**config.mk**
```make
export PLATFORM = sky130hd
export DESIGN_NAME = alu_issue_ctrl
export DESIGN_NICKNAME = d
export VERILOG_FILES = /design/src/rtl/alu_pkg.sv /design/src/rtl/cond_eval.sv /design/src/rtl/alu_issue_ctrl.sv
export SDC_FILE = /design/constraint.sdc
export NUM_CORES = 1
export LEC_CHECK = 0
export ABC_AREA = 1
export CORE_MARGIN = 2
export CORE_UTILIZATION = 44
export CTS_CLUSTER_DIAMETER = 200
export CTS_CLUSTER_SIZE = 14
export DETAILED_ROUTE_END_ITERATION = 12
export PLACE_DENSITY = 0.85
export REMOVE_ABC_BUFFERS = 1
export SLEW_MARGIN = 25
export SYNTH_ARGS = -nofsm -noshare
export SYNTH_HDL_FRONTEND = slang
export SYNTH_HIERARCHICAL = 1
export SYNTH_SLANG_ARGS = --single-unit
```
**constraint.sdc**
```tcl
create_clock -name clk -period 3.8 [get_ports clk]
set_clock_uncertainty 0.15 [all_clocks]
set_input_delay 0.76 -clock clk [delete_from_list [all_inputs] [get_ports clk]]
set_output_delay 0.76 -clock clk [all_outputs]
set_load 0.05 [all_outputs]
```
**src/rtl/alu_pkg.sv**
```systemverilog
// Shared definitions for the ALU command-side issue controller.
//   alu_op_e       : ALU operation codes (110/111 are unsupported)
//   cond_e         : branch condition selector encodings
//   issue_state_e  : issue FSM states
//   CMP_LT         : value the ALU returns from CMP when A < B
package alu_pkg;

    typedef enum logic [2:0] {
        OP_SUB  = 3'b000,
        OP_ADD  = 3'b001,
        OP_LSL  = 3'b010,
        OP_NEG  = 3'b011,
        OP_PASS = 3'b100,
        OP_CMP  = 3'b101
    } alu_op_e;

    typedef enum logic [1:0] {
        COND_ALWAYS = 2'b00,
        COND_EQ     = 2'b01,
        COND_LT     = 2'b10,
        COND_GT     = 2'b11
    } cond_e;

    typedef enum logic [1:0] {
        ST_IDLE = 2'b00,
        ST_EXEC = 2'b01,
        ST_HOLD = 2'b10
    } issue_state_e;

    localparam int CMP_LT = 2;

endpackage

```
**src/rtl/cond_eval.sv**
```systemverilog
// Branch condition evaluation against the architectural flag register.
// Ports:
//   cond_sel  in  2  condition selector (cond_e encoding)
//   flag_n    in  1  architectural N flag
//   flag_z    in  1  architectural Z flag
//   cond_true out 1  selected condition holds
module cond_eval
    import alu_pkg::*;
(
    input  logic [1:0] cond_sel,
    input  logic       flag_n,
    input  logic       flag_z,
    output logic       cond_true
);

    always_comb begin
        cond_true = 1'b1;
        case (cond_e'(cond_sel))
            COND_ALWAYS: cond_true = 1'b1;
            COND_EQ:     cond_true = flag_z;
            COND_LT:     cond_true = flag_n;
            COND_GT:     cond_true = !flag_n && !flag_z;
            default:     cond_true = 1'b1;
        endcase
    end

endmodule

```
**src/rtl/alu_issue_ctrl.sv**
```systemverilog
// Command-side initiator for the 16-bit ALU. Registers accepted commands,
// drives the ALU from those registers, captures result/flags into a held
// response, and owns the architectural N/Z flag register.
// Ports:
//   clk, rst                      clock, async active-high reset
//   cmd_valid/ready/op/a/b/setflags  command channel
//   alu_op, alu_src_a, alu_src_b  registered ALU inputs
//   alu_result, alu_flag_n/z      ALU outputs
//   rsp_valid/ready/data/flag_n/flag_z/err  response channel
//   flag_n_q, flag_z_q            architectural flags
//   cond_sel, cond_true           branch condition evaluation
//
// state | meaning
// ------+---------------------------------------------------------------
// IDLE  | no command in flight, ready for a command
// EXEC  | ALU driven from operand registers, result captured at next edge
// HOLD  | response presented, waiting for rsp_ready
module alu_issue_ctrl
    import alu_pkg::*;
#(
    parameter int WIDTH = 16,
    parameter int OPW   = 3
) (
    input  logic             clk,
    input  logic             rst,
    input  logic             cmd_valid,
    output logic             cmd_ready,
    input  logic [OPW-1:0]   cmd_op,
    input  logic [WIDTH-1:0] cmd_a,
    input  logic [WIDTH-1:0] cmd_b,
    input  logic             cmd_setflags,
    output logic [OPW-1:0]   alu_op,
    output logic [WIDTH-1:0] alu_src_a,
    output logic [WIDTH-1:0] alu_src_b,
    input  logic [WIDTH-1:0] alu_result,
    input  logic             alu_flag_n,
    input  logic             alu_flag_z,
    output logic             rsp_valid,
    input  logic             rsp_ready,
    output logic [WIDTH-1:0] rsp_data,
    output logic             rsp_flag_n,
    output logic             rsp_flag_z,
    output logic             rsp_err,
    output logic             flag_n_q,
    output logic             flag_z_q,
    input  logic [1:0]       cond_sel,
    output logic             cond_true
);

    issue_state_e     state_q;
    logic [OPW-1:0]   op_q;
    logic [WIDTH-1:0] a_q;
    logic [WIDTH-1:0] b_q;
    logic             setflags_q;
    logic             rsp_valid_q;
    logic [WIDTH-1:0] rsp_data_q;
    logic             rsp_flag_n_q;
    logic             rsp_flag_z_q;
    logic             rsp_err_q;
    logic             op_ok;
    logic             cmd_acc;

    // Unsupported ops are masked here so nothing the ALU drives for them
    // (including X) reaches the response or the flag register.
    assign op_ok = (op_q <= OPW'(OP_CMP));

    // Gated by rst so no handshake can be seen while reset is held.
    assign cmd_ready = !rst && ((state_q == ST_IDLE) ||
                                ((state_q == ST_HOLD) && rsp_ready));
    assign cmd_acc   = cmd_valid && cmd_ready;

    always_ff @(posedge clk or posedge rst) begin
        if (rst) begin
            state_q      <= ST_IDLE;
            op_q         <= '0;
            a_q          <= '0;
            b_q          <= '0;
            setflags_q   <= 1'b0;
            rsp_valid_q  <= 1'b0;
            rsp_data_q   <= '0;
            rsp_flag_n_q <= 1'b0;
            rsp_flag_z_q <= 1'b0;
            rsp_err_q    <= 1'b0;
            flag_n_q     <= 1'b0;
            flag_z_q     <= 1'b0;
        end else begin
            if (cmd_acc) begin
                op_q       <= cmd_op;
                a_q        <= cmd_a;
                b_q        <= cmd_b;
                setflags_q <= cmd_setflags;
            end
            case (state_q)
                ST_IDLE: begin
                    if (cmd_acc) state_q <= ST_EXEC;
                end
                ST_EXEC: begin
                    rsp_valid_q  <= 1'b1;
                    rsp_err_q    <= !op_ok;
                    rsp_data_q   <= op_ok ? alu_result : '0;
                    rsp_flag_n_q <= op_ok && alu_flag_n;
                    rsp_flag_z_q <= op_ok && alu_flag_z;
                    if (setflags_q && op_ok) begin
                        flag_n_q <= alu_flag_n;
                        flag_z_q <= alu_flag_z;
                    end
                    state_q <= ST_HOLD;
                end
                ST_HOLD: begin
                    if (rsp_ready) begin
                        rsp_valid_q <= 1'b0;
                        state_q     <= cmd_valid ? ST_EXEC : ST_IDLE;
                    end
                end
                default: state_q <= ST_IDLE;
            endcase
        end
    end

    assign alu_op     = op_q;
    assign alu_src_a  = a_q;
    assign alu_src_b  = b_q;
    assign rsp_valid  = rsp_valid_q;
    assign rsp_data   = rsp_data_q;
    assign rsp_flag_n = rsp_flag_n_q;
    assign rsp_flag_z = rsp_flag_z_q;
    assign rsp_err    = rsp_err_q;

    cond_eval u_cond_eval (
        .cond_sel  (cond_sel),
        .flag_n    (flag_n_q),
        .flag_z    (flag_z_q),
        .cond_true (cond_true)
    );

endmodule

```
==> reports/qor.yml <==
power_and_ir_drop:
  p_leak_nw: 1.90
  switching_power_mw: 1.99
  seqPwrFrac_pct: 28.8
  internal_power_mw: 1.95
  power_frac_comb_pct: 58.9
  peakVddDrop_mv: 0.532
  swShare_pct: 50.4
  powerDensity_nw_per_um2: 1010
  clock_power_share_pct: 12.4
die:
  rows: 27
  pin_count: 119
  die_y_um: 79.9
  die_w_um: 79.9
  start_util_pct: 45.7
  core_area_um2: 5540
  dieArea_um2: 6380
final_layout:
  diodes: 0
  syn2layout_area_growth_pct: 54.2
  drive_gt1_share_pct: 6.20
  final_common_cell: "nand2_1"
  final_cell_mix: "134 x nand2_1, 117 x clkdlybuf4s50_1, 60 x dfrtp_1, 37 x nand4_1, 13 x inv_1"
  final_util_pct: 70.5
  finalNetCount: 459
logic_synthesis:
  ys_async_sr_fraction_pct: 100
  synth_area_um2: 2530
  yosysSeqAreaShare_pct: 59.3
  yosysTopAreaCellShare_pct: 59.3
  synth_ff_type: "dfrtp_1"
  synth_top_area_cell: "dfrtp_1"
  ys_top_cells_by_area: "dfrtp_1 59%, nand2_1 20%, nand4_1 9.1%"
  synthDistinctLibCells: 15
  syn_area_per_cell_um2: 8.98
  syn_inst: 282
  synth-seq-cells: 60
  synth_edf_count: 0
  yosys_warnings: 6
setup_path:
  cp.required_ns: 2.89
  worstReg2RegEnd: "alu_src_b[6]"
  start_kind: "input pin"
  critPathArrivalTime_ns: 2.28
  timing.rr.start: "state_q[1]"
  reg2reg_slack_ns: 1.78
  endpoint_kind: "output port"
  r2r_cells: 5
  path_max_fanout: 3
  worst-setup-path-type: "input pin to output port"
detailed_routing:
  drc: 0
  wl_per_cell_um: 13.4
  vias: 2352
  postRouteAntennaNets: 0
  first_pass_iters: 4
  wl_mm: 6.36
  drt-vias-per-instance: 4.95
  drtIter0Drc: 123
timing:
  holdWs_ns: 0.318
  min_period_ns: 3.19
  period_share_pct: 84.1
  final_max_slew_viol_count: 0
  max_slew_margin_pct: 51.8
  tightest_slew_ns: 0.722
  finalSetupViolCount: 0
  fmax_ghz: 0.313
  hold_viol_final: 0
  rsz0062_at_grt: "no"
cts:
  clockBufferDepth: 2
  htree_levels: 3
  cts_buffers: 9
  post_cts_buffers: 0
  cts_tree: "built"
  cts_resized: 0
  holdBufCountCts: 0
  root_buffer: "clkbuf_8"
  clk_pin_slew_ns: 0.06
  clock-sinks: 60
  clock_latency_ns: 0.31
min_path:
  worstHoldEndpoint: "alu_src_a[9]"
  hp-start: "alu_src_a[9]"
  min_path_type: "flip-flop to flip-flop"
  hold_depth: 2
placed_design:
  place.gp.congestion: 0.764
  hpwl_mm: 4.53
  port-buffer-count: 118
run_status:
  status: "finished clean"
global_route:
  grt_pass1_vias: 2463
  grt.overflow.total: 0
  gr-usage-all-layers_pct: 21.2
  grt_max_degree: 44
  grt_pass1_wl_mm: 10.6
  antenna_found_initial: 0
job:
  cap_violations: 0
-- cell type report --
cell class,instances,area (um^2)
Timing Repair Buffer,124,1240
Sequential cell,60,1500
Inverter,14,53.8
Clock buffer,13,159
Multi-Input combinational cell,190,856
Fill cell,453,1630
Tap cell,72,90.1
Clock inverter,2,10.0
-- worst max path at each step --
| stage | start | endpoint | slack (ns) | cells after the start |
|---|---|---|---|---|
| floorplan | rst | alu_op[2] | -0.08 | 4 |
| global placement | cond_sel[0] | cond_true | 0.64 | 6 |
| detailed placement | cond_sel[0] | cond_true | 0.61 | 6 |
| CTS | cond_sel[0] | cond_true | 0.60 | 6 |
| global route | cond_sel[1] | cond_true | 0.53 | 6 |
| finish | cond_sel[0] | cond_true | 0.61 | 6 |
-- cell usage after synthesis (2+ instances only) --
| cell | count |
|---|---|
| buf_2 | 9 |
| buf_4 | 2 |
| buf_6 | 6 |
| dfrtp_1 | 60 |
| inv_1 | 14 |
| nand2_1 | 134 |
| nand3_1 | 2 |
| nand4_1 | 37 |
| nor2_1 | 5 |
| o21ai_0 | 8 |
-- flip-flops by register name, summed over array words and instances (netlist names) --
name	cells
rsp_flag_n	1
flag_z_q	1
flag_n_q	1
alu_src_b	16
rsp_data	16
alu_op	3
rsp_valid	1
rsp_flag_z	1
alu_src_a	16
state_q	2
setflags_q	1
rsp_err	1
-- cell families after synthesis --
| group | after synthesis | share of synthesized area, % |
|---|---|---|
| AO/OA/AOI/OAI | 9 | 1.93 |
| AND/OR/NAND/NOR | 181 | 31.6 |
| buffers and inverters | 32 | 7.26 |
| flip-flops | 60 | 59.3 |
-- power groups by stage --
| stage | Sequential, mW | Combinational (mW) | Clock, mW |
|---|---|---|---|
| CTS | 1.13 | 2.34 | 0.502 |
| global placement | 1.13 | 2.30 | 0 |
| global route | 1.18 | 2.46 | 0.532 |
| finish | 1.13 | 2.32 | 0.488 |
| floorplan | 2.15 | 0.463 | 0 |
| detailed placement | 1.14 | 2.34 | 0 |
-- critical path, stage by stage --
cell	delay, ns
clkdlybuf4s50_1	0.50
nand2_1	0.07
inv_1	0.05
nand2_1	0.04
nand4_1	0.06
clkdlybuf4s50_1	0.80
-- per-layer routing --
metal  routed length [um]  GRT usage, %  up-vias
met5                    0             0        -
met4                   98          8.64        0
met3                  402          5.54       10
met2                 3290          37.4       79
met1                 2570          24.3     1117
li1                     -             -     1146
-- per-stage QoR --
stage | std cells | power, mW | area (um^2) | setup slack (ns) | TNS (ns)
6_report | 475 | 3.94 | 3910 | 0.606 | 0
4_1_cts | 475 | 3.98 | 3910 | 0.597 | 0
3_5_place_dp | 460 | 3.48 | 3740 | 0.608 | 0
2_1_floorplan | 264 | 2.61 | 2400 | -0.0778 | -2.80
5_1_grt | 475 | 4.17 | 3910 | 0.532 | 0
3_3_place_gp | 460 | 3.43 | 3740 | 0.641 | 0
(Power assumes the default switching activity.)
